$ cat src/rtl/fetch_stage_if.sv
// Fetch-stage bundle: decode-side valid/ready plus redirects, and the AXI4-Lite read channel.
// The fetch stage uses the master view. The decode/memory environment uses the slave view.
interface fetch_stage_if;
    // Decode side
    logic        valid_out;
    logic        ready_in;
    logic [31:0] PC_IF;
    logic [31:0] IR_IF;
    logic [1:0]  imem_axi_rresp_IF;
    logic        jump_pred_IF;
    logic [31:0] jump_addr_IF;
    logic        jump_mpred_EX;
    logic [31:0] jump_addr_EX;
    // AXI4-Lite read channel
    logic [31:0] imem_axi_araddr;
    logic [2:0]  imem_axi_arprot;
    logic        imem_axi_arvalid;
    logic        imem_axi_arready;
    logic [31:0] imem_axi_rdata;
    logic [1:0]  imem_axi_rresp;
    logic        imem_axi_rvalid;
    logic        imem_axi_rready;

    modport master (
        output valid_out, PC_IF, IR_IF, imem_axi_rresp_IF,
        output imem_axi_araddr, imem_axi_arprot, imem_axi_arvalid, imem_axi_rready,
        input  ready_in, jump_pred_IF, jump_addr_IF, jump_mpred_EX, jump_addr_EX,
        input  imem_axi_arready, imem_axi_rdata, imem_axi_rresp, imem_axi_rvalid
    );

    modport slave (
        input  valid_out, PC_IF, IR_IF, imem_axi_rresp_IF,
        input  imem_axi_araddr, imem_axi_arprot, imem_axi_arvalid, imem_axi_rready,
        output ready_in, jump_pred_IF, jump_addr_IF, jump_mpred_EX, jump_addr_EX,
        output imem_axi_arready, imem_axi_rdata, imem_axi_rresp, imem_axi_rvalid
    );
endinterface

$ cat src/rtl/fetch_stage.sv
// Aurora instruction fetch stage: AXI4-Lite reads with up to DEPTH credits shared between
// in-flight reads and buffered instructions, with redirects on decode predictions and EX
// mispredictions. Wrong-path responses are dropped through a discard counter.
// Optional macro FETCH_BYPASS_EN: when the instruction FIFO is empty and nothing is being
// discarded, the R beat is presented to decode in the same cycle.
module fetch_stage #(
    parameter logic [31:0] RESET_ADDR = 32'h0000_0000,
    parameter int unsigned DEPTH      = 2
) (
    input  logic          clk,
    input  logic          reset,
    fetch_stage_if.master io_bus
);
    localparam int unsigned PW = $clog2(DEPTH);
    localparam int unsigned CW = PW + 1;

    typedef struct packed {
        logic [31:0] pc;
        logic [31:0] ir;
        logic [1:0]  resp;
    } inst_t;

    logic          r_run;
    logic [31:0]   r_fetch_pc;
    logic          r_ar_hold;
    logic [31:0]   r_ar_addr;
    logic [CW-1:0] r_discard;

    logic [31:0]   r_aq_mem [DEPTH];
    logic [PW-1:0] r_aq_wptr;
    logic [PW-1:0] r_aq_rptr;
    logic [CW-1:0] r_aq_cnt;

    inst_t         r_iq_mem [DEPTH];
    logic [PW-1:0] r_iq_wptr;
    logic [PW-1:0] r_iq_rptr;
    logic [CW-1:0] r_iq_cnt;

    logic          w_iq_valid;
    logic          w_byp;
    logic          w_valid;
    logic          w_deq;
    logic          w_iq_pop;
    logic          w_iq_push;
    logic          w_flush;
    logic [31:0]   w_target;
    logic [CW-1:0] w_used;
    logic          w_arvalid;
    logic [31:0]   w_araddr;
    logic          w_ar_hs;
    logic          w_ar_pend;
    logic          w_r_hs;
    inst_t         w_out;

    // Handshakes, credit check, flush decode and output selection.
    always_comb begin
        w_iq_valid = (r_iq_cnt != '0);
`ifdef FETCH_BYPASS_EN
        w_byp = !w_iq_valid && (r_discard == '0) && r_run && io_bus.imem_axi_rvalid;
`else
        w_byp = 1'b0;
`endif
        w_valid  = (w_iq_valid || w_byp) && !io_bus.jump_mpred_EX;
        w_deq    = w_valid && io_bus.ready_in;
        w_iq_pop = w_deq && w_iq_valid;
        w_flush  = io_bus.jump_mpred_EX || (w_deq && io_bus.jump_pred_IF);
        w_target = io_bus.jump_mpred_EX ? io_bus.jump_addr_EX : io_bus.jump_addr_IF;

        // Credits: reads in flight plus buffered entries, counting the entry leaving now.
        w_used    = r_aq_cnt + r_iq_cnt - CW'(w_iq_pop);
        w_arvalid = r_ar_hold || (r_run && (w_used < CW'(DEPTH)));
        w_araddr  = r_ar_hold ? r_ar_addr : r_fetch_pc;
        w_ar_hs   = w_arvalid && io_bus.imem_axi_arready;
        w_ar_pend = w_arvalid && !io_bus.imem_axi_arready;
        w_r_hs    = r_run && io_bus.imem_axi_rvalid;

        // A bypassed beat that decode takes right away never enters the FIFO.
        w_iq_push = w_r_hs && (r_discard == '0) && !w_flush && !(w_deq && !w_iq_valid);

        w_out = r_iq_mem[r_iq_rptr];
        if (w_byp && !w_iq_valid) begin
            w_out = '{pc: r_aq_mem[r_aq_rptr], ir: io_bus.imem_axi_rdata,
                      resp: io_bus.imem_axi_rresp};
        end
    end

    // Fetch PC, AR holding register, discard counter and run flag.
    always_ff @(posedge clk or posedge reset) begin
        if (reset) begin
            r_run      <= 1'b0;
            r_fetch_pc <= RESET_ADDR;
            r_ar_hold  <= 1'b0;
            r_ar_addr  <= RESET_ADDR;
            r_discard  <= '0;
        end else begin
            r_run     <= 1'b1;
            r_ar_hold <= w_ar_pend;
            r_ar_addr <= w_araddr;
            // A freshly presented address is committed; a stalled one stays in the hold register.
            if (w_flush) begin
                r_fetch_pc <= w_target;
            end else if (w_arvalid && !r_ar_hold) begin
                r_fetch_pc <= r_fetch_pc + 32'd4;
            end
            // Everything still owed by memory after this cycle, including a stalled AR, is stale.
            if (w_flush) begin
                r_discard <= r_aq_cnt + CW'(w_ar_hs) + CW'(w_ar_pend) - CW'(w_r_hs);
            end else if (w_r_hs && (r_discard != '0)) begin
                r_discard <= r_discard - CW'(1);
            end
        end
    end

    // Address FIFO: PCs accepted on AR and not yet answered on R.
    always_ff @(posedge clk or posedge reset) begin
        if (reset) begin
            for (int i = 0; i < int'(DEPTH); i++) begin
                r_aq_mem[i] <= '0;
            end
            r_aq_wptr <= '0;
            r_aq_rptr <= '0;
            r_aq_cnt  <= '0;
        end else begin
            if (w_ar_hs) begin
                r_aq_mem[r_aq_wptr] <= w_araddr;
                r_aq_wptr           <= r_aq_wptr + PW'(1);
            end
            if (w_r_hs) begin
                r_aq_rptr <= r_aq_rptr + PW'(1);
            end
            r_aq_cnt <= r_aq_cnt + CW'(w_ar_hs) - CW'(w_r_hs);
        end
    end

    // Instruction FIFO: {PC, IR, RRESP} waiting for decode; emptied on any redirect.
    always_ff @(posedge clk or posedge reset) begin
        if (reset) begin
            for (int i = 0; i < int'(DEPTH); i++) begin
                r_iq_mem[i] <= '0;
            end
            r_iq_wptr <= '0;
            r_iq_rptr <= '0;
            r_iq_cnt  <= '0;
        end else if (w_flush) begin
            r_iq_wptr <= '0;
            r_iq_rptr <= '0;
            r_iq_cnt  <= '0;
        end else begin
            if (w_iq_push) begin
                r_iq_mem[r_iq_wptr] <= '{pc: r_aq_mem[r_aq_rptr], ir: io_bus.imem_axi_rdata,
                                         resp: io_bus.imem_axi_rresp};
                r_iq_wptr           <= r_iq_wptr + PW'(1);
            end
            if (w_iq_pop) begin
                r_iq_rptr <= r_iq_rptr + PW'(1);
            end
            r_iq_cnt <= r_iq_cnt + CW'(w_iq_push) - CW'(w_iq_pop);
        end
    end

    assign io_bus.valid_out         = w_valid;
    assign io_bus.PC_IF             = w_out.pc;
    assign io_bus.IR_IF             = w_out.ir;
    assign io_bus.imem_axi_rresp_IF = w_out.resp;
    assign io_bus.imem_axi_araddr   = w_araddr;
    assign io_bus.imem_axi_arprot   = 3'b100;
    assign io_bus.imem_axi_arvalid  = w_arvalid;
    assign io_bus.imem_axi_rready   = r_run;
endmodule

$ cat src/flat_wrapper.sv
// flat-port wrapper written by rule: the top's interface ports become plain ports
module fetch_stage_flat 
#(
    parameter logic [31:0] RESET_ADDR = 32'h0000_0000,
    parameter int unsigned DEPTH      = 2
)
  (clk, reset, io_bus_valid_out, io_bus_PC_IF, io_bus_IR_IF, io_bus_imem_axi_rresp_IF, io_bus_imem_axi_araddr, io_bus_imem_axi_arprot, io_bus_imem_axi_arvalid, io_bus_imem_axi_rready, io_bus_ready_in, io_bus_jump_pred_IF, io_bus_jump_addr_IF, io_bus_jump_mpred_EX, io_bus_jump_addr_EX, io_bus_imem_axi_arready, io_bus_imem_axi_rdata, io_bus_imem_axi_rresp, io_bus_imem_axi_rvalid);
  fetch_stage_if io_bus_i ();
  input  logic clk;
  input  logic reset;
  output wire logic [$bits(io_bus_i.valid_out)-1:0] io_bus_valid_out;
  output wire logic [$bits(io_bus_i.PC_IF)-1:0] io_bus_PC_IF;
  output wire logic [$bits(io_bus_i.IR_IF)-1:0] io_bus_IR_IF;
  output wire logic [$bits(io_bus_i.imem_axi_rresp_IF)-1:0] io_bus_imem_axi_rresp_IF;
  output wire logic [$bits(io_bus_i.imem_axi_araddr)-1:0] io_bus_imem_axi_araddr;
  output wire logic [$bits(io_bus_i.imem_axi_arprot)-1:0] io_bus_imem_axi_arprot;
  output wire logic [$bits(io_bus_i.imem_axi_arvalid)-1:0] io_bus_imem_axi_arvalid;
  output wire logic [$bits(io_bus_i.imem_axi_rready)-1:0] io_bus_imem_axi_rready;
  input wire logic [$bits(io_bus_i.ready_in)-1:0] io_bus_ready_in;
  input wire logic [$bits(io_bus_i.jump_pred_IF)-1:0] io_bus_jump_pred_IF;
  input wire logic [$bits(io_bus_i.jump_addr_IF)-1:0] io_bus_jump_addr_IF;
  input wire logic [$bits(io_bus_i.jump_mpred_EX)-1:0] io_bus_jump_mpred_EX;
  input wire logic [$bits(io_bus_i.jump_addr_EX)-1:0] io_bus_jump_addr_EX;
  input wire logic [$bits(io_bus_i.imem_axi_arready)-1:0] io_bus_imem_axi_arready;
  input wire logic [$bits(io_bus_i.imem_axi_rdata)-1:0] io_bus_imem_axi_rdata;
  input wire logic [$bits(io_bus_i.imem_axi_rresp)-1:0] io_bus_imem_axi_rresp;
  input wire logic [$bits(io_bus_i.imem_axi_rvalid)-1:0] io_bus_imem_axi_rvalid;
  assign io_bus_valid_out = io_bus_i.valid_out;
  assign io_bus_PC_IF = io_bus_i.PC_IF;
  assign io_bus_IR_IF = io_bus_i.IR_IF;
  assign io_bus_imem_axi_rresp_IF = io_bus_i.imem_axi_rresp_IF;
  assign io_bus_imem_axi_araddr = io_bus_i.imem_axi_araddr;
  assign io_bus_imem_axi_arprot = io_bus_i.imem_axi_arprot;
  assign io_bus_imem_axi_arvalid = io_bus_i.imem_axi_arvalid;
  assign io_bus_imem_axi_rready = io_bus_i.imem_axi_rready;
  assign io_bus_i.ready_in = io_bus_ready_in;
  assign io_bus_i.jump_pred_IF = io_bus_jump_pred_IF;
  assign io_bus_i.jump_addr_IF = io_bus_jump_addr_IF;
  assign io_bus_i.jump_mpred_EX = io_bus_jump_mpred_EX;
  assign io_bus_i.jump_addr_EX = io_bus_jump_addr_EX;
  assign io_bus_i.imem_axi_arready = io_bus_imem_axi_arready;
  assign io_bus_i.imem_axi_rdata = io_bus_imem_axi_rdata;
  assign io_bus_i.imem_axi_rresp = io_bus_imem_axi_rresp;
  assign io_bus_i.imem_axi_rvalid = io_bus_imem_axi_rvalid;
  fetch_stage #(.RESET_ADDR(RESET_ADDR), .DEPTH(DEPTH)) u_core (.clk(clk), .reset(reset), .io_bus(io_bus_i));
endmodule
$ cat config.mk
export PLATFORM = sky130hd
export DESIGN_NAME = fetch_stage_flat
export DESIGN_NICKNAME = d
export VERILOG_FILES = /design/src/rtl/fetch_stage_if.sv /design/src/rtl/fetch_stage.sv /design/src/flat_wrapper.sv
export SDC_FILE = /design/constraint.sdc
export NUM_CORES = 1
export LEC_CHECK = 0
export CORE_UTILIZATION = 54
export DETAILED_ROUTE_END_ITERATION = 12
export GPL_ROUTABILITY_DRIVEN = 0
export PLACE_DENSITY = 0.82
export SYNTH_ARGS = -nofsm -noshare
export SYNTH_HDL_FRONTEND = slang
export SYNTH_SLANG_ARGS = --single-unit
$ cat constraint.sdc
create_clock -name clk -period 12.71 [get_ports clk]
set_input_delay 2.542 -clock clk [delete_from_list [all_inputs] [get_ports clk]]
set_output_delay 2.542 -clock clk [all_outputs]
set_load 0.01 [all_outputs]
Yosys cells after proc, flatten, opt, wreduce, memory -nomap -nowiden
Index checks and enable logic that the tools add are counted.
{"block": "classes", "n_lt_le_gt_ge": 7, "bitwise": 5, "addsub": 14, "n_reduce_logical": 32, "muxes": 23}
{"cell": "66-bit two-way mux", "n": 4}
{"cell": "32-bit two-way mux", "n": 8}
{"cell": "132-bit bitwise mux", "n": 1}
{"cell": "66-bit demux with 1-bit select", "n": 1}
{"cell": "64-bit bitwise mux", "n": 1}
{"cell": "32-bit by 3-bit adder with 32-bit output (second input constant)", "n": 1}
{"cell": "32-bit demux with 1-bit select", "n": 1}
{"cell": "1-bit logical AND", "n": 16}
{"cell": "2-bit nonzero test", "n": 6}
{"cell": "2-bit >= comparator (second input constant)", "n": 4}
{"cell": "1-bit NOT with 2-bit output", "n": 4}
{"cell": "2-bit by 1-bit subtractor with 2-bit output", "n": 4}
{"cell": "2-bit by 1-bit adder with 2-bit output", "n": 3}
{"cell": "1-bit logical NOT", "n": 6}
{"cell": "2-bit two-way mux", "n": 3}
{"cell": "1-bit adder (second input constant)", "n": 4}
{"cell": "2-bit by 1-bit < comparator with 1-bit output (second input constant)", "n": 2}
{"cell": "1-bit two-way mux", "n": 4}
{"cell": "2-bit adder", "n": 1}
{"cell": "2-bit logical NOT", "n": 1}
{"cell": "1-bit logical OR", "n": 2}
{"cell": "2-bit < comparator (second input constant)", "n": 1}
{"cell": "2-bit AND reduction", "n": 1}
{"cell": "2-bit by 1-bit subtractor with 2-bit output (second input constant)", "n": 1}
{"cell": "1-bit NOT", "n": 1}
{"block": "word_totals", "output_inout_bits": 104, "ff_bits": 272, "input_bits": 105}

Logic depth before layout (Yosys ltp)
{"block": "depth", "ltp_word": 13, "mapped_depth": 17, "depth_no_buf": 16}

Least setup slack after synthesis
No wires, ideal clock.
{"block": "synth_path", "path_type": "input to output", "startpoint": "in io_bus_jump_mpred_EX", "endpoint": "out io_bus_imem_axi_arvalid", "t_required_ns": 10.168, "slack_ns": 5.558, "path_buffers": 2, "path_stages": 9, "arrival_ns": 4.610, "path_cell_list": "clkbuf_1 clkbuf_1 nor2_1 and2_1 ha_1 and2b_1 xor3_2 a21oi_4 inv_1"}
{"block": "synth_via", "elab_chain_cells": 8}
{"element": "from (decl)", "line": "flat_wrapper.sv:22", "rtl": "input wire logic [$bits(io_bus_i.jump_mpred_EX)-1:0] io_bus_jump_mpred_EX;"}
{"element": "1-bit logical NOT", "line": "fetch_stage.sv:63", "rtl": "w_valid = (w_iq_valid || w_byp) && !io_bus.jump_mpred_EX;"}
{"element": "1-bit logical AND", "line": "fetch_stage.sv:63"}
{"element": "via io_bus_valid_out", "line": "flat_wrapper.sv:11", "rtl": "output wire logic [$bits(io_bus_i.valid_out)-1:0] io_bus_valid_out;"}
{"element": "1-bit logical AND", "line": "fetch_stage.sv:64", "rtl": "w_deq = w_valid && io_bus.ready_in;"}
{"element": "1-bit logical AND", "line": "fetch_stage.sv:65", "rtl": "w_iq_pop = w_deq && w_iq_valid;"}
{"element": "2-bit by 1-bit subtractor with 2-bit output", "line": "fetch_stage.sv:70", "rtl": "w_used = r_aq_cnt + r_iq_cnt - CW'(w_iq_pop);"}
{"element": "2-bit < comparator", "line": "fetch_stage.sv:71", "rtl": "w_arvalid = r_ar_hold || (r_run && (w_used < CW'(DEPTH)));"}
{"element": "1-bit logical AND", "line": "fetch_stage.sv:71"}
{"element": "1-bit logical OR", "line": "fetch_stage.sv:71"}
{"element": "to (decl)", "line": "flat_wrapper.sv:17", "rtl": "output wire logic [$bits(io_bus_i.imem_axi_arvalid)-1:0] io_bus_imem_axi_arvalid;"}
The timed path passes the listed nets, and every way through them passes these cells.

Worst setup path in the final report
{"block": "layout_path", "startpoint": "in io_bus_jump_mpred_EX", "endpoint": "out io_bus_imem_axi_arvalid"}
{"block": "layout_via", "elab_chain_cells": 8}
{"element": "1-bit logical NOT", "line": "fetch_stage.sv:63"}
{"element": "1-bit logical AND", "line": "fetch_stage.sv:63"}
{"element": "1-bit logical AND", "line": "fetch_stage.sv:64"}
{"element": "1-bit logical AND", "line": "fetch_stage.sv:65"}
{"element": "2-bit by 1-bit subtractor with 2-bit output", "line": "fetch_stage.sv:70"}
{"element": "2-bit < comparator", "line": "fetch_stage.sv:71"}
{"element": "1-bit logical AND", "line": "fetch_stage.sv:71"}
{"element": "1-bit logical OR", "line": "fetch_stage.sv:71"}
Every way passes these cells.

==> impl_metrics.json <==
{
  "post_cts_buffers": 0,
  "synth-async-reset-ratio_pct": 100.0,
  "slew_violations": 0,
  "hold_depth": 1,
  "drc": 0,
  "grt_pass1_vias": 9270,
  "r2r-start": "u_core.r_iq_cnt[1]",
  "synthCells": 1042,
  "postRouteAntennaNets": 0,
  "rsz0062_at_grt": "no",
  "cts_resized": 0,
  "drtPass1Iterations": 5,
  "dp_hpwl_um": 19320,
  "synth_area_leaders": "dfrtp_1 (54%), mux2_2 (15%), mux2_1 (5.4%), a21oi_1 (3.1%), mux2i_1 (2.8%)",
  "clock_latency_ns": 0.53,
  "rr_worst_depth": 16,
  "busiest_layer": "met2",
  "max_freq_mhz": 126.4,
  "wl_um": 29980,
  "ys_seq_area_share_pct": 54.01,
  "synth_top_area_cell": "dfrtp_1",
  "start_util_pct": 55.33,
  "antenna_found_initial": 0,
  "met2_usage_pct": 43.18,
  "worstPathArrival_ns": 5.37,
  "wl_per_cell_um": 19.24,
  "min_period_ns": 7.909,
  "rrSetupSlack_ns": 9.19,
  "clock_path_buffers": 3,
  "die_w_um": 154.8,
  "endpoint_kind": "primary output",
  "final_common_cell": "dfrtp_1",
  "ir_worst_vdd_mv": 0.1736,
  "cpPeakStageDelay_ns": 0.50,
  "io_pins": 209,
  "pre_cts_slack_ns": 4.823,
  "cts_tree": "yes",
  "cts_made_buffers": 29,
  "dieHeight_um": 154.8,
  "yosysTopAreaCellShare_pct": 54.01,
  "area_delta_synth_final_pct": 25.83,
  "grtUsageMet3_pct": 4.455,
  "cp.buffers_inverters": 4,
  "dieArea_um2": 23950,
  "hp-start": "u_core.r_aq_mem[54]",
  "ys_ff_latch": 272,
  "synth.distinct_cells": 64,
  "worst-setup-path-type": "input pin to primary output",
  "fin_worst_skew_ns": 0.008840,
  "maxCapViolations": 0,
  "crit_family": "buffers and inverters",
  "tns_ns": 0,
  "cp_cell_sequence": "buf_2 -> buf_4 -> nor2_1 -> and2_1 -> ha_1 -> and2b_1 -> xor3_2 -> a21oi_4 -> inv_1 -> clkdlybuf4s50_1",
  "fill_cells": 1642,
  "vias": 8930,
  "clk_pin_slew_ns": 0.05,
  "synth_edf_count": 0,
  "cts_sinks": 272,
  "path_max_fanout": 61,
  "drtIter0Drc": 572,
  "crit_path_start_kind": "input pin",
  "cts.htree.levels": 1,
  "powerDensity_nw_per_um2": 218.4,
  "grt_util_met1_pct": 33.31,
  "grt_max_degree": 134,
  "finalSetupViolations": 0,
  "status": "complete, no violations",
  "hold_end": "u_core.r_aq_mem[54]",
  "core_um2": 22780,
  "r2r-end": "u_core.r_discard[1]",
  "relSlewSlack_pct": 23.41,
  "diodes": 0,
  "grt_pass1_wl_um": 48730,
  "syn-cell-area_um2": 12600,
  "setup_ws_ns": 4.801,
  "row_count": 55,
  "synth_ff_type": "dfrtp_1",
  "hold_violations": 0,
  "min_path_type": "register to register",
  "viasPerCell": 5.732,
  "track_usage_pct": 25.59,
  "drive_above_1_share_pct": 19.68,
  "timing.final.crit_share_pct": 62.22,
  "port_buffers": 205,
  "hold_buffers": 0,
  "gr-total-overflow": 0,
  "hold_slack_ns": 0.4837,
  "cts_root_buf": "clkbuf_16",
  "tightest_slew_ns": 1.146,
  "mostFrequentLayoutCells": "dfrtp_1 (269), clkdlybuf4s50_1 (204), mux2_2 (165)",
  "postSynthAreaPerCell_um2": 12.10,
  "p_leak_nw": 6.850,
  "fin_nets": 1337,
  "crit_required_ns": 10.17,
  "slowest_stage": "buf_4",
  "yosys_warnings": 0
}
power by group:
| part | internal, mW | leakage, nW | switching (mW) |
|---|---|---|---|
| logic | 0.671 | 3.00 | 0.569 |
| clock network | 0.526 | 0.492 | 0.332 |
| registers | 1.19 | 3.36 | 0.173 |
| total | 2.39 | 6.85 | 1.07 |
state kept, by name, indices dropped and copies added (netlist names):
register,flops
u_core.r_iq_mem,132
u_core.r_fetch_pc,32
u_core.r_discard,2
u_core.r_iq_cnt,2
u_core.io_bus.imem_axi_rready,1
u_core.r_aq_wptr,1
u_core.r_ar_addr,32
u_core.r_aq_mem,64
u_core.r_aq_cnt,2
u_core.r_aq_rptr,1
u_core.r_iq_rptr,1
u_core.r_iq_wptr,1
u_core.r_ar_hold,1
cell families (layout without fill, tap and decap cells):
logic type               Yosys count  in the layout  share of synthesized area, %
flip-flops                       272            272                         54.01
multiplexers                     260            260                         22.88
AND/OR/NAND/NOR                  228            228                         9.193
AO/OA/AOI/OAI                    157            157                         8.101
buffers and inverters             92            293                         3.127
XOR/XNOR                          23             23                         1.837
adder cells (fa/ha/maj)            8              8                        0.7942
other                              2              4                       0.05959
metrics by stage:
stage	power [mW]	cells	instance area, µm²	util, %
3_3_place_gp	2.560	1506	14870	65.26
2_1_floorplan	2.089	1044	12610	-
3_5_place_dp	2.612	1506	14870	65.26
6_report	3.464	1558	15860	69.62
5_1_grt	3.655	1558	15860	69.62
4_1_cts	3.489	1558	15860	69.62
routing by layer:
metal / share of wire, % / vias up
li1: - / 4106
met1: 42 / 4485
met2: 49 / 273
met3: 5.7 / 66
met4: 3.5 / 0
met5: 0 / -
how the worst max path moves through the flow:
| stage | slack [ns] | endpoint | from | cells after the start |
|---|---|---|---|---|
| floorplan | 2.67 | u_core.io_bus.imem_axi_rready | reset | 1 |
| global placement | 4.90 | io_bus_imem_axi_arvalid | io_bus_jump_mpred_EX | 10 |
| detailed placement | 4.82 | io_bus_imem_axi_arvalid | io_bus_jump_mpred_EX | 10 |
| CTS | 4.83 | io_bus_imem_axi_arvalid | io_bus_jump_mpred_EX | 10 |
| global route | 4.68 | io_bus_imem_axi_arvalid | io_bus_jump_mpred_EX | 10 |
| finish | 4.80 | io_bus_imem_axi_arvalid | io_bus_jump_mpred_EX | 10 |
Yosys cell counts, types with 3 or more instances:
| cell | n |
|---|---|
| dfrtp_1 | 272 |
| mux2_2 | 165 |
| nor2_1 | 82 |
| a21oi_1 | 77 |
| mux2_1 | 60 |
| clkbuf_1 | 35 |
| mux2i_1 | 35 |
| nand2_1 | 34 |
| inv_1 | 25 |
| buf_2 | 21 |
| and3_1 | 19 |
| nand4_1 | 18 |
| nor3_1 | 17 |
| o21ai_0 | 17 |
| nand3_1 | 16 |
| xnor2_1 | 15 |
| and2_1 | 10 |
| ha_1 | 8 |
| a31oi_1 | 6 |
| buf_4 | 6 |
| o31a_1 | 6 |
| xor2_1 | 6 |
| a211oi_1 | 5 |
| and4_1 | 5 |
| buf_1 | 5 |
| o31ai_1 | 5 |
| nor2b_1 | 4 |
| o211ai_1 | 4 |
| o2bb2ai_1 | 4 |
| or3_1 | 4 |
| a221oi_1 | 3 |
| a2bb2oi_1 | 3 |
| a311o_1 | 3 |
| a311oi_1 | 3 |
| nand2b_1 | 3 |
| nand3b_1 | 3 |
| nor4_1 | 3 |
cell type report:
cell class                 count  area, µm²  share of cell area, %
clock inverter                 7      87.58                 0.5523
tap                          313      391.6                  2.469
inverter                      25      101.3                 0.6391
sequential                   272       6810                  42.94
clock buffer                  45      905.9                  5.712
timing repair buffer         216       2130                  13.43
multi-input combinational    680       5433                  34.26
No activity file was read; power rests on OpenSTA's default activity.
